--- src/rtl/circular_buffer_burst_tx_pkg.sv ---
// Shared sizing helpers for the wide-to-narrow burst serializer FIFO.
// Optional feature macro: CBUF_CRITICAL_WORD_FIRST_EN (critical-word-first beat order).
package circular_buffer_burst_tx_pkg;

    // Default build configuration.
    localparam int DEF_WIDTH_I = 128;
    localparam int DEF_WIDTH_O = 32;
    localparam int DEF_DEPTH   = 4;

    // Number of narrow beats needed to carry one line.
    function automatic int calc_nbeats(input int width_i, input int width_o);
        return width_i / width_o;
    endfunction

    // Index width for a counter or pointer over n items, never narrower than one bit.
    function automatic int calc_width(input int n);
        return (n > 1) ? $clog2(n) : 1;
    endfunction

    localparam int DEF_NBEATS = calc_nbeats(DEF_WIDTH_I, DEF_WIDTH_O);
    localparam int DEF_PTR_W  = calc_width(DEF_DEPTH);
    localparam int DEF_IDX_W  = calc_width(DEF_NBEATS);

    // Beat index within a line for the default configuration.
    typedef logic [DEF_IDX_W-1:0] beat_idx_t;

endpackage

--- src/rtl/circular_buffer_burst_tx_line_mem.sv ---
// Line storage for the burst serializer: DEPTH x WIDTH registers,
// synchronous write, asynchronous read so the current line is visible
// in the same cycle the tail pointer moves onto it.
module cbuf_line_mem
    import circular_buffer_burst_tx_pkg::*;
#(
    parameter int WIDTH = DEF_WIDTH_I,
    parameter int DEPTH = DEF_DEPTH,
    parameter int PTR_W = calc_width(DEPTH)
) (
    input  logic             clk,
    input  logic             wr_en,
    input  logic [PTR_W-1:0] wr_ptr,
    input  logic [WIDTH-1:0] wr_data,
    input  logic [PTR_W-1:0] rd_ptr,
    output logic [WIDTH-1:0] rd_data
);

    logic [WIDTH-1:0] mem [DEPTH];

    // Capture an accepted line into the slot at the write pointer.
    always_ff @(posedge clk) begin
        if (wr_en) begin
            mem[wr_ptr] <= wr_data;
        end
    end

    assign rd_data = mem[rd_ptr];

endmodule

--- src/rtl/circular_buffer_burst_tx.sv ---
// Wide-to-narrow burst serializer FIFO: stores whole lines in a circular
// buffer and emits each as a burst of narrow beats, last_o on the final beat.
// Optional feature macro: CBUF_CRITICAL_WORD_FIRST_EN adds start_beat_i and
// emits each line in wrap order starting at its stored beat.
module circular_buffer_burst_tx
    import circular_buffer_burst_tx_pkg::*;
#(
    parameter int CBUFF_WIDTH_I = 128,
    parameter int CBUFF_WIDTH_O = 32,
    parameter int CBUFF_DEPTH   = 4
) (
    input  logic                     clk,
    input  logic                     reset,
    input  logic [CBUFF_WIDTH_I-1:0] data_i,
    input  logic                     valid_i,
`ifdef CBUF_CRITICAL_WORD_FIRST_EN
    input  logic [calc_width(calc_nbeats(CBUFF_WIDTH_I, CBUFF_WIDTH_O))-1:0] start_beat_i,
`endif
    output logic                     ready_o,
    output logic [CBUFF_WIDTH_O-1:0] data_o,
    output logic                     valid_o,
    output logic                     last_o,
    input  logic                     ready_i,
    output logic                     empty_o,
    output logic                     full_o
);

    localparam int NBEATS = calc_nbeats(CBUFF_WIDTH_I, CBUFF_WIDTH_O);
    localparam int PTR_W  = calc_width(CBUFF_DEPTH);
    localparam int IDX_W  = calc_width(NBEATS);
    localparam logic [IDX_W-1:0] LAST_IDX = IDX_W'(NBEATS - 1);

    generate
        if ((CBUFF_WIDTH_I <= CBUFF_WIDTH_O) || ((CBUFF_WIDTH_I % CBUFF_WIDTH_O) != 0)) begin : g_bad_width
            $error("circular_buffer_burst_tx: CBUFF_WIDTH_I must be a larger multiple of CBUFF_WIDTH_O");
        end
        if ((CBUFF_DEPTH < 2) || ((CBUFF_DEPTH & (CBUFF_DEPTH - 1)) != 0)) begin : g_bad_depth
            $error("circular_buffer_burst_tx: CBUFF_DEPTH must be a power of 2 of at least 2");
        end
    endgenerate

`ifdef CBUF_CRITICAL_WORD_FIRST_EN
    localparam int ENTRY_W = CBUFF_WIDTH_I + IDX_W;
`else
    localparam int ENTRY_W = CBUFF_WIDTH_I;
`endif

    logic [PTR_W-1:0]         head_ptr;
    logic [PTR_W-1:0]         tail_ptr;
    logic [PTR_W-1:0]         head_next;
    logic [PTR_W-1:0]         tail_next;
    logic [IDX_W-1:0]         beat_cnt;
    logic [IDX_W-1:0]         cur_idx;
    logic [IDX_W-1:0]         next_idx;
    logic                     full_r;
    logic                     empty_r;
    logic                     push;
    logic                     pop;
    logic                     is_last;
    logic                     line_free;
    logic [ENTRY_W-1:0]       wr_entry;
    logic [ENTRY_W-1:0]       rd_entry;
    logic [CBUFF_WIDTH_I-1:0] rd_line;

    // A push is only taken against the registered full flag, so a line
    // freed in the same cycle cannot be refilled until the next one.
    assign push      = valid_i & ~full_r;
    assign pop       = ~empty_r & ready_i;
    assign line_free = pop & is_last;
    assign head_next = head_ptr + 1'b1;
    assign tail_next = tail_ptr + 1'b1;

`ifdef CBUF_CRITICAL_WORD_FIRST_EN
    logic [IDX_W-1:0] issue_cnt;
    logic [IDX_W-1:0] rd_start;

    assign wr_entry = {start_beat_i, data_i};
    assign rd_line  = rd_entry[CBUFF_WIDTH_I-1:0];
    assign rd_start = rd_entry[ENTRY_W-1 -: IDX_W];
    // The first beat of a line uses the stored start beat directly, later
    // beats follow beat_cnt; completion is judged by beats issued.
    assign cur_idx  = (issue_cnt == '0) ? rd_start : beat_cnt;
    assign is_last  = (issue_cnt == LAST_IDX);

    // Count beats issued for the current line so last_o lands on the NBEATS-th beat.
    always_ff @(posedge clk) begin
        if (reset) begin
            issue_cnt <= '0;
        end else if (pop) begin
            issue_cnt <= is_last ? '0 : issue_cnt + 1'b1;
        end
    end
`else
    assign wr_entry = data_i;
    assign rd_line  = rd_entry;
    assign cur_idx  = beat_cnt;
    assign is_last  = (beat_cnt == LAST_IDX);
`endif

    assign next_idx = (cur_idx == LAST_IDX) ? '0 : cur_idx + 1'b1;

    cbuf_line_mem #(
        .WIDTH (ENTRY_W),
        .DEPTH (CBUFF_DEPTH),
        .PTR_W (PTR_W)
    ) u_line_mem (
        .clk     (clk),
        .wr_en   (push),
        .wr_ptr  (head_ptr),
        .wr_data (wr_entry),
        .rd_ptr  (tail_ptr),
        .rd_data (rd_entry)
    );

    // Step through the beats of the line at the tail, restarting at beat 0 after the last.
    always_ff @(posedge clk) begin
        if (reset) begin
            beat_cnt <= '0;
        end else if (pop) begin
            beat_cnt <= is_last ? '0 : next_idx;
        end
    end

    // Advance the pointers on push and line-free and keep the full/empty flags in step.
    always_ff @(posedge clk) begin
        if (reset) begin
            head_ptr <= '0;
            tail_ptr <= '0;
            full_r   <= 1'b0;
            empty_r  <= 1'b1;
        end else begin
            if (push) begin
                head_ptr <= head_next;
            end
            if (line_free) begin
                tail_ptr <= tail_next;
            end
            case ({push, line_free})
                2'b10: begin
                    empty_r <= 1'b0;
                    full_r  <= (head_next == tail_ptr);
                end
                2'b01: begin
                    full_r  <= 1'b0;
                    empty_r <= (tail_next == head_ptr);
                end
                default: begin
                    full_r  <= full_r;
                    empty_r <= empty_r;
                end
            endcase
        end
    end

    assign ready_o = ~full_r;
    assign valid_o = ~empty_r;
    assign last_o  = ~empty_r & is_last;
    assign empty_o = empty_r;
    assign full_o  = full_r;
    assign data_o  = rd_line[int'(cur_idx) * CBUFF_WIDTH_O +: CBUFF_WIDTH_O];

endmodule

--- config.mk ---
export PLATFORM = sky130hd
export DESIGN_NAME = circular_buffer_burst_tx
export DESIGN_NICKNAME = d
export VERILOG_FILES = /design/src/rtl/circular_buffer_burst_tx_pkg.sv /design/src/rtl/circular_buffer_burst_tx_line_mem.sv /design/src/rtl/circular_buffer_burst_tx.sv
export SDC_FILE = /design/constraint.sdc
export NUM_CORES = 1
export LEC_CHECK = 0
export BUFFER_PORTS_ARGS = -buffer_cell sky130_fd_sc_hd__buf_4
export CAP_MARGIN = 15
export CORE_UTILIZATION = 40
export DETAILED_ROUTE_END_ITERATION = 12
export HOLD_SLACK_MARGIN = 0.06
export PLACE_DENSITY_LB_ADDON = 0.3
export SLEW_MARGIN = 25
export SYNTH_ARGS = -nofsm -noshare
export SYNTH_HDL_FRONTEND = slang
export SYNTH_HIERARCHICAL = 1
export SYNTH_SLANG_ARGS = --single-unit
export TNS_END_PERCENT = 20
--- constraint.sdc ---
create_clock -name clk -period 15.85 [get_ports clk]
set_input_delay 4.755 -clock clk [delete_from_list [all_inputs] [get_ports clk]]
set_output_delay 4.755 -clock clk [all_outputs]
set_load 0.02 [all_outputs]
==> tab_implementation.tex, run 1 <==
\begin{tabular}{lr}
\hline
Metric & Value \\
\hline
\multicolumn{2}{l}{\textbf{Floorplanning}} \\
Die Area & 50500 um2 \\
Boundary Pins & 169 \\
Vertical die dimension & 225 um \\
Placement row count & 81 \\
Overall die width & 225 um \\
Starting utilization of the core area & 40.5\% \\
Core area & 49000 um2 \\
\multicolumn{2}{l}{\textbf{STA}} \\
Setup repair after global routing missed its margin & no \\
Final Hold Vio Count & 0 \\
Transition at the pin with the smallest max-transition slack & between 0.9 and 1 ns \\
Accumulated negative setup slack & 0 ns \\
Max Clock Skew & $\sim$0.029 ns \\
Slew Limit Fails & 0 \\
Max\_slew headroom & 33.8\% \\
Period utilisation layout & 54.1\% \\
Number of setup violations in the final report & 0 \\
Maximum clock frequency & 117 MHz \\
Hold slack & 0.517 ns \\
Final critical path time including I/O delays and setup & 8.58 ns \\
\multicolumn{2}{l}{\textbf{Pwr}} \\
Pint & $\sim$2.4 mW \\
Net Sw Power & around 0.6 mW \\
Register share of total power & 53.8\% \\
Peak supply drop & 82.7 uV \\
Relative contribution of the clock network to total power & 40.6\% \\
Pwr per Cell Area & 127 nW/um2 \\
P\_leak & roughly 7.4 nW \\
Fraction of power consumed by combinational cells & under 10\% \\
Tot Pwr & a little under 3 mW \\
Fraction of power spent switching nets & between 20\% and 30\% \\
\multicolumn{2}{l}{\textbf{Global route}} \\
Vias in the first global route & 9450 \\
First-pass GRT wire length & 57100 um \\
Largest net degree at the start of global routing & 64 \\
Initial antenna violation count & 7 \\
Aggregate global-route resource usage & 15.3\% \\
Aggregate global routing overflow & 0 \\
\multicolumn{2}{l}{\textbf{Clock tree}} \\
Clock tree from TritonCTS & yes \\
Worst-case clock buffer depth & 3 \\
CTS-repair resized insts & 0 \\
Hold-fix buffers at CTS & 0 \\
Setup repair bufs after CTS & 0 \\
Clock buffer count from CTS & 55 \\
Clock latency reported for the late side of the worst-skew pair & 0.60 ns \\
CTS sink count & 520 \\
Deepest level of the CTS H-tree & 2 \\
Root Buffer & sky130\_fd\_sc\_hd\_\_clkbuf\_16 \\
Clock transition at the registers of the reported paths & roughly 0.060 ns \\
\multicolumn{2}{l}{\textbf{Critical path}} \\
Worst Setup End Kind & output pin \\
Worst-path cell chain & buf\_4 -> mux4\_2 -> mux4\_1 -> buf\_4 \\
R2R Path Start & beat\_cnt[1] \\
Crit Path Category & reg2out \\
Crit path max-delay family & multiplexers \\
Cell repeated most along the worst path & sky130\_fd\_sc\_hd\_\_buf\_4 \\
Logic depth of the worst register-to-register path & 8 \\
Required @ worst endpoint & roughly 11 ns \\
Total buffers and inverters traversed by the critical path & 2 \\
Crit path DAT & 3.82 ns \\
Cell type of the slowest stage on the worst timing path & sky130\_fd\_sc\_hd\_\_dfxtp\_4 \\
CP startpoint kind & flop \\
Slowest cell delay on critical path & between 0.9 and 1 ns \\
Worst reg2reg setup slack & about 13 ns \\
Destination of the worst register-to-register timing path & full\_o \\
Critical Path Fanout Max & 47 \\
\multicolumn{2}{l}{\textbf{Place}} \\
Weighted congestion at the end of routability-driven global placement & 0.661 \\
Count of buffers from port buffering & 168 \\
HPWL reported at the end of detailed placement & 20800 um \\
Placed Instance Area & between 20000 and 25000 um2 \\
\multicolumn{2}{l}{\textbf{Finish}} \\
Layout Utilization & 47.7\% \\
Proportion of layout cells with a drive suffix above 1 & 41.6\% \\
Layout overhead on the synthesized area & 17.7\% \\
Number of nets at the end of the flow & 1094 \\
Final standard cell area without fillers & 23400 um2 \\
Most frequent standard cell in the layout excluding fill and tap cells & sky130\_fd\_sc\_hd\_\_edfxtp\_1 \\
Leading cell types in the layout, fill and taps excluded & 512 x sky130\_fd\_sc\_hd\_\_edfxtp\_1, 181 x sky130\_fd\_sc\_hd\_\_buf\_4, 156 x sky130\_fd\_sc\_hd\_\_mux4\_2 \\
\multicolumn{2}{l}{\textbf{Flow run}} \\
Number of maximum-capacitance constraint violations & 0 \\
\multicolumn{2}{l}{\textbf{Yosys}} \\
Synthesized netlist cell count & $\sim$760 \\
Seq/Total Area, Yosys & between 70\% and 80\% \\
Synthesized netlist net count & 892 \\
Register bit total from synthesis & 520 \\
YS warnings & 6 \\
Mean instance size in the synthesized netlist & 26.2 um2 \\
Number of different library cells in the post-synthesis netlist & 26 \\
Post-Syn Area & 19800 um2 \\
\multicolumn{2}{l}{\textbf{Hold path}} \\
Hold\_sp & full\_o \\
Endpoint with the worst hold slack & full\_o \\
Hold depth & 2 \\
Worst min-delay path category & reg2reg \\
\multicolumn{2}{l}{\textbf{Routing}} \\
Vias & 8583 \\
Length of the first detailed-routing pass in iterations & 4 \\
Routed length per instance & around 23 um \\
Final wirelength & around 38000 um \\
Antenna viol nets, final & 0 \\
Via density per instance & 5.15 \\
DRT iter0 DRCs & 524 \\
DRC viols & 0 \\
\multicolumn{2}{l}{\textbf{Run status}} \\
Run status & completed \\
\hline
\end{tabular}
-- power groups by stage --
stage	clock network [mW]	logic [mW]	registers, mW
final	1.21	0.166	1.60
after global routing	1.29	0.180	1.60
after CTS	1.24	0.171	1.60
after detailed placement	0	0.170	1.63
after global placement	0	0.168	1.63
after floorplan	0	0.0911	1.63
-- worst register-to-register path, stage by stage, from the launching register on --
cell and delay, ns:
sky130_fd_sc_hd__dfxtp_2 0.77, sky130_fd_sc_hd__buf_4 0.48, sky130_fd_sc_hd__ha_1 0.30, sky130_fd_sc_hd__nand3b_1 0.13, sky130_fd_sc_hd__inv_1 0.07, sky130_fd_sc_hd__ha_1 0.26
sky130_fd_sc_hd__nor4b_1 0.32, sky130_fd_sc_hd__mux2i_1 0.13, sky130_fd_sc_hd__a21oi_1 0.14
-- cell type report --
cell class / instances / area, um2
fillers: 4000 / 25600
flip-flops and latches: 520 / 15500
multi-input cells: 197 / 3900
clock buffers: 73 / 1470
repair buffers: 182 / 1370
well taps: 664 / 831
clock inverters: 24 / 226
inverters: 4 / 15.0
diodes: 1 / 2.50
-- sequential cells by signal, indices dropped and copies added, names as in the netlist --
signal,count
full_o,1
head_ptr,2
beat_cnt,2
tail_ptr,2
u_line_mem/mem,512
empty_o,1
-- kinds of logic (layout without fill, tap and decap cells) --
family                   Yosys count  after routing  share of synthesized area (%)
buffers and inverters             41            283                           2.13
XOR/XNOR                           5              5                          0.221
flip-flops                       520            520                           78.3
AO/OA/AOI/OAI                      3              3                         0.0757
adder cells (fa/ha/maj)            2              2                          0.126
AND/OR/NAND/NOR                   23             23                          0.694
other                              0              1                              0
multiplexers                     164            164                           18.4
-- per-stage QoR --
stage / setup WS, ns / cells
finish: 7.27 / 1665
global route: 6.92 / 1664
CTS: 7.07 / 1664
detailed placement: 7.75 / 1567
global placement: 7.74 / 1567
floorplan: 0.861 / 758
-- how the worst max path moves through the flow --
stage | from | endpoint | cells after the start
floorplan | valid_i | u_line_mem/mem[0][0] | 3
global placement | tail_ptr[0] | data_o[0] | 4
detailed placement | tail_ptr[0] | data_o[0] | 4
CTS | tail_ptr[0] | data_o[0] | 4
global route | tail_ptr[0] | data_o[0] | 4
finish | tail_ptr[0] | data_o[0] | 4
-- cell usage after synthesis, drive strengths merged --
cell type | number | area share, %
nor2 | 7 | 0.13
xnor2 | 2 | 0.088
inv | 4 | 0.076
nand2b | 1 | 0.032
buf | 35 | 2.0
xor2 | 3 | 0.13
o21ai | 1 | 0.025
edfxtp | 512 | 78
a21oi | 2 | 0.050
nand4b | 1 | 0.044
nor2b | 4 | 0.13
nor3b | 1 | 0.038
nor4b | 2 | 0.088
mux2i | 4 | 0.20
clkbuf | 2 | 0.038
nand2 | 2 | 0.038
dfxtp | 8 | 0.81
mux4 | 160 | 18
and3 | 1 | 0.032
nand3b | 2 | 0.076
and3b | 2 | 0.088
ha | 2 | 0.13
-- layer usage --
layer  up-vias  wire (um)  global-route usage (%)
li1       3720          -                       -
met1      4618      16000                    19.6
met2       164      18700                    25.3
met3        69       2000                    4.08
met4        12        818                    4.98
met5         -         75                       0
Power figures use the tool's default switching activity.
==> run 2, diff against run 1 <==
--- a/config.mk
+++ b/config.mk
@@ -5,6 +5,7 @@
 export SDC_FILE = /design/constraint.sdc
 export NUM_CORES = 1
 export LEC_CHECK = 0
+export ABC_AREA = 1
 export BUFFER_PORTS_ARGS = -buffer_cell sky130_fd_sc_hd__buf_4
 export CAP_MARGIN = 15
 export CORE_UTILIZATION = 40
==> constraint.sdc (replaced) <==
create_clock -name clk -period 8.2 [get_ports clk]
set_input_delay 2.46 -clock clk [delete_from_list [all_inputs] [get_ports clk]]
set_output_delay 2.46 -clock clk [all_outputs]
set_load 0.02 [all_outputs]
==> tab_implementation.tex, run 2 <==
\begin{tabular}{lr}
\hline
Metric & Value \\
\hline
\multicolumn{2}{l}{\textbf{Clock tree}} \\
CTS sink count & 520 (unchanged) \\
Clock buffer count from CTS & 55 (unchanged) \\
Setup repair bufs after CTS & 0 (unchanged) \\
Hold-fix buffers at CTS & 0 (unchanged) \\
Worst-case clock buffer depth & 3 (unchanged) \\
Clock tree from TritonCTS & yes \\
CTS-repair resized insts & 0 (unchanged) \\
Root Buffer & sky130\_fd\_sc\_hd\_\_clkbuf\_16 \\
Clock latency reported for the late side of the worst-skew pair & 0.62 ns (+0.02 ns) \\
Clock transition at the registers of the reported paths & 0.06 ns (about the same) \\
Deepest level of the CTS H-tree & 2 (unchanged) \\
\multicolumn{2}{l}{\textbf{Global route}} \\
Aggregate global routing overflow & 0 (unchanged) \\
Initial antenna violation count & 18 (+11) \\
Aggregate global-route resource usage & 20.3\% (+5.1 points) \\
Largest net degree at the start of global routing & 197 (+210\%) \\
First-pass GRT wire length & 90000 um (+58\%) \\
Vias in the first global route & 14.2k (+50\%) \\
\multicolumn{2}{l}{\textbf{Pwr}} \\
Tot Pwr & 5.92 mW (+99\%) \\
Relative contribution of the clock network to total power & 39.9\% (-0.7 points) \\
Fraction of power consumed by combinational cells & 7.9\% (+2.3 points) \\
Register share of total power & 52.1\% (-1.7 points) \\
Peak supply drop & 140 uV (+70\%) \\
Pint & 4.56 mW (+93\%) \\
P\_leak & 11.7 nW (+58\%) \\
Net Sw Power & 1.36 mW (+130\%) \\
Pwr per Cell Area & 225 nW/um2 (+77\%) \\
Fraction of power spent switching nets & 22.9\% (+2.7 points) \\
\multicolumn{2}{l}{\textbf{Hold path}} \\
Hold\_sp & full\_o \\
Hold depth & 2 (unchanged) \\
Endpoint with the worst hold slack & full\_o \\
Worst min-delay path category & reg2reg \\
\multicolumn{2}{l}{\textbf{Finish}} \\
Total of fill cells in the finished design & 5175 (+29\%) \\
Layout overhead on the synthesized area & 14.7\% \\
Proportion of layout cells with a drive suffix above 1 & 11.1\% (-31 points) \\
Top register by number of flip-flops & u\_line\_mem/mem \\
Number of nets at the end of the flow & 2520 (+130\%) \\
Final standard cell area without fillers & 26300 um2 (+13\%) \\
Leading cell types in the layout, fill and taps excluded & 655 x sky130\_fd\_sc\_hd\_\_nand2\_1, 525 x sky130\_fd\_sc\_hd\_\_inv\_1, 512 x sky130\_fd\_sc\_hd\_\_edfxtp\_1 \\
Most frequent standard cell in the layout excluding fill and tap cells & sky130\_fd\_sc\_hd\_\_nand2\_1 \\
Flip-flop count of the largest register after layout & 512 (unchanged) \\
\multicolumn{2}{l}{\textbf{Routing}} \\
DRT iter0 DRCs & 1538 (+190\%) \\
DRC viols & 0 (unchanged) \\
Antenna viol nets, final & 0 (unchanged) \\
Final wirelength & 59800 um (+59\%) \\
Via density per instance & 4.79 (-7.1\%) \\
Vias & 15.3k (+78\%) \\
Routed length per instance & 18.7 um (-17\%) \\
Length of the first detailed-routing pass in iterations & 5 (+1) \\
\multicolumn{2}{l}{\textbf{Critical path}} \\
Required @ worst endpoint & 5.74 ns (-5.36 ns) \\
Destination of the worst register-to-register timing path & u\_line\_mem/mem[2][49] \\
Logic depth of the worst register-to-register path & 6 (-2) \\
CP startpoint kind & flop \\
Critical Path Fanout Max & 133 (+180\%) \\
Crit Path Category & reg2out \\
Crit path DAT & 3.65 ns (-0.17 ns) \\
Worst Setup End Kind & output pin \\
R2R Path Start & full\_o \\
Worst reg2reg setup slack & 5.71 ns (-7.49 ns) \\
\multicolumn{2}{l}{\textbf{STA}} \\
Number of setup violations in the final report & 0 (unchanged) \\
Period utilisation layout & 74.5\% \\
Max\_slew headroom & 29.8\% (-4.0 points) \\
Slew Limit Fails & 0 (unchanged) \\
Accumulated negative setup slack & 0 ns (unchanged) \\
Max Clock Skew & 0.0174 ns (-0.0114 ns) \\
Final Hold Vio Count & 0 (unchanged) \\
Setup repair after global routing missed its margin & no \\
Transition at the pin with the smallest max-transition slack & 1.05 ns (+0.0600 ns) \\
Final critical path time including I/O delays and setup & 6.11 ns \\
Maximum clock frequency & 164 MHz \\
\multicolumn{2}{l}{\textbf{Place}} \\
HPWL reported at the end of detailed placement & 36400 um (+75\%) \\
Placed Instance Area & 24600 um2 (+14\%) \\
Count of buffers from port buffering & 168 (unchanged) \\
Weighted congestion at the end of routability-driven global placement & 0.844 (+28\%) \\
\multicolumn{2}{l}{\textbf{Floorplanning}} \\
Boundary Pins & 169 (unchanged) \\
Starting utilization of the core area & 40.6\% (+0.055 points) \\
Die Area & 58400 um2 (+16\%) \\
Core area & 56600 um2 (+16\%) \\
Vertical die dimension & 242 um (+7.5\%) \\
Overall die width & 242 um (+7.5\%) \\
Placement row count & 87 (+7.4\%) \\
\multicolumn{2}{l}{\textbf{Yosys}} \\
Most repeated cell in the gate-level netlist after synthesis & sky130\_fd\_sc\_hd\_\_nand2\_1 \\
Synthesized netlist cell count & 2253 (+200\%) \\
Synthesized netlist net count & 2387 (+170\%) \\
Seq/Total Area, Yosys & 67.6\% (-11 points) \\
Post-synth EDFFs & 512 (unchanged) \\
Cell accounting for the most synthesized area & sky130\_fd\_sc\_hd\_\_edfxtp\_1 \\
Mean instance size in the synthesized netlist & 10.2 um2 (-61\%) \\
Most used DFF post-synth & sky130\_fd\_sc\_hd\_\_edfxtp\_1 \\
Largest cells by area after synthesis & sky130\_fd\_sc\_hd\_\_edfxtp\_1 67\%, sky130\_fd\_sc\_hd\_\_nand2\_1 11\%, sky130\_fd\_sc\_hd\_\_inv\_1 8.6\%, sky130\_fd\_sc\_hd\_\_nand3\_1 5.6\%, sky130\_fd\_sc\_hd\_\_buf\_6 1.9\% \\
Post-Syn Area & 23000 um2 (+16\%) \\
Commonest cells post-synth & 655 x sky130\_fd\_sc\_hd\_\_nand2\_1, 526 x sky130\_fd\_sc\_hd\_\_inv\_1, 512 x sky130\_fd\_sc\_hd\_\_edfxtp\_1 \\
Number of different library cells in the post-synthesis netlist & 25 (-3.8\%) \\
Register bit total from synthesis & 520 (unchanged) \\
Proportion of register bits with asynchronous set or reset after synthesis & 0\% (unchanged) \\
Proportion of netlist area held by the largest area contributor & 66.9\% (-11 points) \\
YS warnings & 6 (unchanged) \\
\multicolumn{2}{l}{\textbf{Run status}} \\
Run status & completed \\
\multicolumn{2}{l}{\textbf{Flow run}} \\
Number of maximum-capacitance constraint violations & 0 (unchanged) \\
\hline
\end{tabular}
## run 2: changes by cell type after synthesis, moves of 5 or more
cell / change
sky130_fd_sc_hd__clkbuf_1: +5
sky130_fd_sc_hd__nand3_1: +257
sky130_fd_sc_hd__buf_12: -13
sky130_fd_sc_hd__o21ai_1: +10
sky130_fd_sc_hd__inv_1: +522
sky130_fd_sc_hd__mux4_2: -156
sky130_fd_sc_hd__a21oi_1: +5
sky130_fd_sc_hd__o21ai_0: +57
sky130_fd_sc_hd__nand2_1: +653
sky130_fd_sc_hd__o22ai_1: +32
sky130_fd_sc_hd__nor2_1: +60
sky130_fd_sc_hd__buf_2: +40
sky130_fd_sc_hd__buf_6: +34
## run 2: layout make-up
cell class                 instances  area [um2]  area share [%]
timing repair buffer             181        1430            5.44
inverter                         528        1990            7.57
antenna                            8        20.0          0.0760
clock buffer                      65        1410            5.37
multi-input combinational       1100        4710            17.9
tap                              756         946            3.59
sequential                       520       15500            59.0
clock inverter                    34         280            1.06
## run 2: per-layer routing
layer  global-route usage (%)  part of all wire, %  wire length, um  up-vias
met3                     5.03                  7.1             4270       91
met5                        0                0.089               53        -
met4                     6.88                  2.7             1640        8
li1                         -                    -                -     7401
met2                     30.5                   45            27200      452
met1                     28.7                   45            26600     7336
## run 2: power by group through the flow
stage	clock, mW	combinational [mW]	sequential [mW]
after CTS	2.41	0.473	3.09
after detailed placement	0	0.471	3.14
final	2.37	0.469	3.09
after global placement	0	0.464	3.14
after floorplan	0	0.240	3.17
after global routing	2.51	0.515	3.10
## run 2: metrics by stage
stage                     hold WS [ns]  setup WS [ns]  instances  utilization, %
final                            0.506           2.09       3192            46.5
after global routing             0.522           1.87       3189            46.5
after CTS                        0.499           2.12       3184            46.5
after detailed placement         0.491           2.78       3085            43.5
after global placement           0.484           2.77       3085            43.5
after floorplan                  0.528          -3.91       2253               -
## run 2: cells by family after synthesis
family	synth area share (%)
adders and majority gates	0.109
and+or+nand+nor	17.6
xor gates and xnor gates	0.114
DFF	67.6
AOI/OAI and AO/OA	2.56
buffers and inverters	12.0
## run 2: worst max-delay path by stage
| stage | from | endpoint | slack, ns | depth (start not counted) |
|---|---|---|---|---|
| 2_1_floorplan | valid_i | u_line_mem/mem[2][0] | -3.91 | 4 |
| 6_report | tail_ptr[0] | data_o[24] | 2.09 | 8 |
| 5_1_grt | tail_ptr[0] | data_o[14] | 1.87 | 8 |
| 4_1_cts | tail_ptr[1] | data_o[22] | 2.12 | 7 |
| 3_5_place_dp | tail_ptr[1] | data_o[22] | 2.78 | 7 |
| 3_3_place_gp | tail_ptr[1] | data_o[22] | 2.77 | 7 |
## run 2: critical path, cell delays in order, from the launching register on
cell,delay (ns)
sky130_fd_sc_hd__dfxtp_4,0.55
sky130_fd_sc_hd__inv_6,0.83
sky130_fd_sc_hd__buf_12,0.49
sky130_fd_sc_hd__nand2_1,0.10
sky130_fd_sc_hd__nand3_1,0.10
sky130_fd_sc_hd__nand2_1,0.07
sky130_fd_sc_hd__nor2_1,0.27
sky130_fd_sc_hd__o22ai_1,0.24
sky130_fd_sc_hd__buf_4,0.21
==> run 3, diff against run 2 <==
==> constraint.sdc (replaced) <==
create_clock -name clk -period 5.8 [get_ports clk]
set_input_delay 1.74 -clock clk [delete_from_list [all_inputs] [get_ports clk]]
set_output_delay 1.74 -clock clk [all_outputs]
set_load 0.02 [all_outputs]
==> tab_implementation.tex, run 3 (synthesized netlist as in run 2, its figures left out) <==
\begin{tabular}{lr}
\hline
Metric & Value \\
\hline
\multicolumn{2}{l}{\textbf{Routing}} \\
Wl on met1 & 25400 um (-4.4\%) \\
Length of the first detailed-routing pass in iterations & 5 (unchanged) \\
Antenna viol nets, final & 0 (unchanged) \\
Final wirelength & 59000 um (-1.2\%) \\
Routed length per instance & 18.4 um (-1.6\%) \\
Vias & 15.4k (+0.73\%) \\
DRC viols & 0 (unchanged) \\
DRT iter0 DRCs & 1325 (-14\%) \\
Highest Signal Layer & met5 \\
Via density per instance & 4.80 (+0.29\%) \\
Detailed-routed wire length on met2 & 27000 um (-0.78\%) \\
Met3 Wirelength & 4470 um (+4.7\%) \\
\multicolumn{2}{l}{\textbf{Clock tree}} \\
Clock transition at the registers of the reported paths & 0.06 ns (about the same) \\
Clock tree from TritonCTS & yes \\
Deepest level of the CTS H-tree & 2 (unchanged) \\
CTS sink count & 520 (unchanged) \\
Clock latency reported for the late side of the worst-skew pair & 0.60 ns (-0.02 ns) \\
CTS-repair resized insts & 0 (unchanged) \\
Clock buffer count from CTS & 53 (-3.6\%) \\
Worst-case clock buffer depth & 3 (unchanged) \\
Hold-fix buffers at CTS & 0 (unchanged) \\
Root Buffer & sky130\_fd\_sc\_hd\_\_clkbuf\_16 \\
Setup repair bufs after CTS & 0 (unchanged) \\
\multicolumn{2}{l}{\textbf{Finish}} \\
Final standard cell area without fillers & 26500 um2 (+0.63\%) \\
Layout overhead on the synthesized area & 15.4\% \\
Top register by number of flip-flops & u\_line\_mem/mem \\
Most frequent standard cell in the layout excluding fill and tap cells & sky130\_fd\_sc\_hd\_\_nand2\_1 \\
Leading cell types in the layout, fill and taps excluded & 655 x sky130\_fd\_sc\_hd\_\_nand2\_1, 525 x sky130\_fd\_sc\_hd\_\_inv\_1, 512 x sky130\_fd\_sc\_hd\_\_edfxtp\_1 \\
Total of fill cells in the finished design & 5243 (+1.3\%) \\
Proportion of layout cells with a drive suffix above 1 & 11.5\% (+0.39 points) \\
Number of nets at the end of the flow & 2533 (+0.52\%) \\
Flip-flop count of the largest register after layout & 512 (unchanged) \\
Combined area of the multi-input logic cells & 4730 um2 (+0.40\%) \\
FF/Latch Area & 15500 um2 (unchanged) \\
\multicolumn{2}{l}{\textbf{Place}} \\
Placed Instance Area & 24800 um2 (+0.89\%) \\
Count of buffers from port buffering & 168 (unchanged) \\
Weighted congestion at the end of routability-driven global placement & 0.808 (-4.3\%) \\
HPWL reported at the end of detailed placement & 37200 um (+2.1\%) \\
\multicolumn{2}{l}{\textbf{Floorplanning}} \\
Boundary Pins & 169 (unchanged) \\
Core area & 56600 um2 (unchanged) \\
Starting utilization of the core area & 40.6\% (unchanged) \\
Overall die width & 242 um (unchanged) \\
Placement row count & 87 (unchanged) \\
Vertical die dimension & 242 um (unchanged) \\
Die Area & 58400 um2 (unchanged) \\
\multicolumn{2}{l}{\textbf{STA}} \\
Max Clock Skew & 0.0187 ns (+0.00135 ns) \\
Setup repair after global routing missed its margin & no \\
Max\_slew headroom & 30.0\% (+0.18 points) \\
Final Hold Vio Count & 0 (unchanged) \\
Period utilisation layout & 82.7\% \\
Slew Limit Fails & 0 (unchanged) \\
Transition at the pin with the smallest max-transition slack & 1.05 ns (-0.00606 ns) \\
Final critical path time including I/O delays and setup & 4.80 ns \\
Number of setup violations in the final report & 0 (unchanged) \\
Maximum clock frequency & 208 MHz \\
\multicolumn{2}{l}{\textbf{Global route}} \\
Initial antenna violation count & 16 (-2) \\
Largest net degree at the start of global routing & 134 (-32\%) \\
Vias in the first global route & 14.5k (+2.1\%) \\
Aggregate global-route resource usage & 20.1\% (-0.22 points) \\
Aggregate global routing overflow & 0 (unchanged) \\
First-pass GRT wire length & 89000 um (-1.1\%) \\
\multicolumn{2}{l}{\textbf{Critical path}} \\
Crit path DAT & 3.06 ns (-0.59 ns) \\
Crit Path Category & reg2out \\
Required @ worst endpoint & 4.06 ns (-1.68 ns) \\
Critical Path Fanout Max & 49 (-63\%) \\
CP startpoint kind & flop \\
Worst Setup End Kind & output pin \\
\multicolumn{2}{l}{\textbf{Pwr}} \\
Pwr per Cell Area & 313 nW/um2 (+39\%) \\
Peak supply drop & 215 uV (+53\%) \\
P\_leak & 11.8 nW (+0.64\%) \\
Tot Pwr & 8.29 mW (+40\%) \\
\multicolumn{2}{l}{\textbf{Flow run}} \\
Number of maximum-capacitance constraint violations & 0 (unchanged) \\
\multicolumn{2}{l}{\textbf{Hold path}} \\
Worst min-delay path category & reg2reg \\
\multicolumn{2}{l}{\textbf{Run status}} \\
Run status & completed \\
\hline
\end{tabular}
-- run 3: cell count changes in the layout (fill, tap and decap cells not counted), sizes merged --
cell      change
buf          +15
bufinv        -1
clkinvlp      +1
diode         +1
inv           -2
-- run 3: stage by stage --
stage	setup TNS, ns	setup slack, ns	instances	util, %	hold WS [ns]
floorplan	-855.64	-1.67	2253	-	0.546
global placement	0	1.65	3098	43.8	0.474
detailed placement	0	1.69	3100	43.9	0.479
CTS	0	1.02	3197	46.8	0.494
global route	0	0.862	3206	46.8	0.535
finish	0	1.00	3206	46.8	0.492
-- run 3: routing by layer --
layer  GRT usage, %  vias up
li1               -     7411
met1           27.7     7373
met2           30.4      494
met3           4.55      110
met4           8.94       12
met5              0        -
-- run 3: cell type report --
cell class              instances  share of cell area [%]
diodes                          9                  0.0850
clock buffers                  65                    5.33
clock inverters                32                   0.845
inverters                     528                    7.51
multi-input cells            1100                    17.8
flip-flops and latches        520                    58.6
well taps                     756                    3.57
repair buffers                196                    6.17
-- run 3: power breakdown --
part           leakage [nW]  total (mW)  internal, mW  switching [mW]
clock                 0.801        3.24          1.85            1.39
sequential             4.76        4.36          4.32          0.0399
combinational          6.25       0.684         0.223           0.461
-- run 3: final timing paths --
check / from / endpoint / slack, ns / cells after the start
max reg2reg: beat_cnt[0] / full_o / 3.35 / 9
max: tail_ptr[0] / data_o[5] / 1.00 / 8
min: full_o / full_o / 0.49 / 2
min reg2reg: full_o / full_o / 0.49 / 2
-- run 3: worst max-delay path: stages (launching register included) --
cell and delay (ns):
sky130_fd_sc_hd__dfxtp_4 0.68, sky130_fd_sc_hd__inv_6 0.28, sky130_fd_sc_hd__buf_4 0.32, sky130_fd_sc_hd__nand2_1 0.08, sky130_fd_sc_hd__nand3_1 0.06, sky130_fd_sc_hd__nand2_1 0.11
sky130_fd_sc_hd__o21ai_0 0.16, sky130_fd_sc_hd__o22ai_1 0.47, sky130_fd_sc_hd__buf_4 0.24
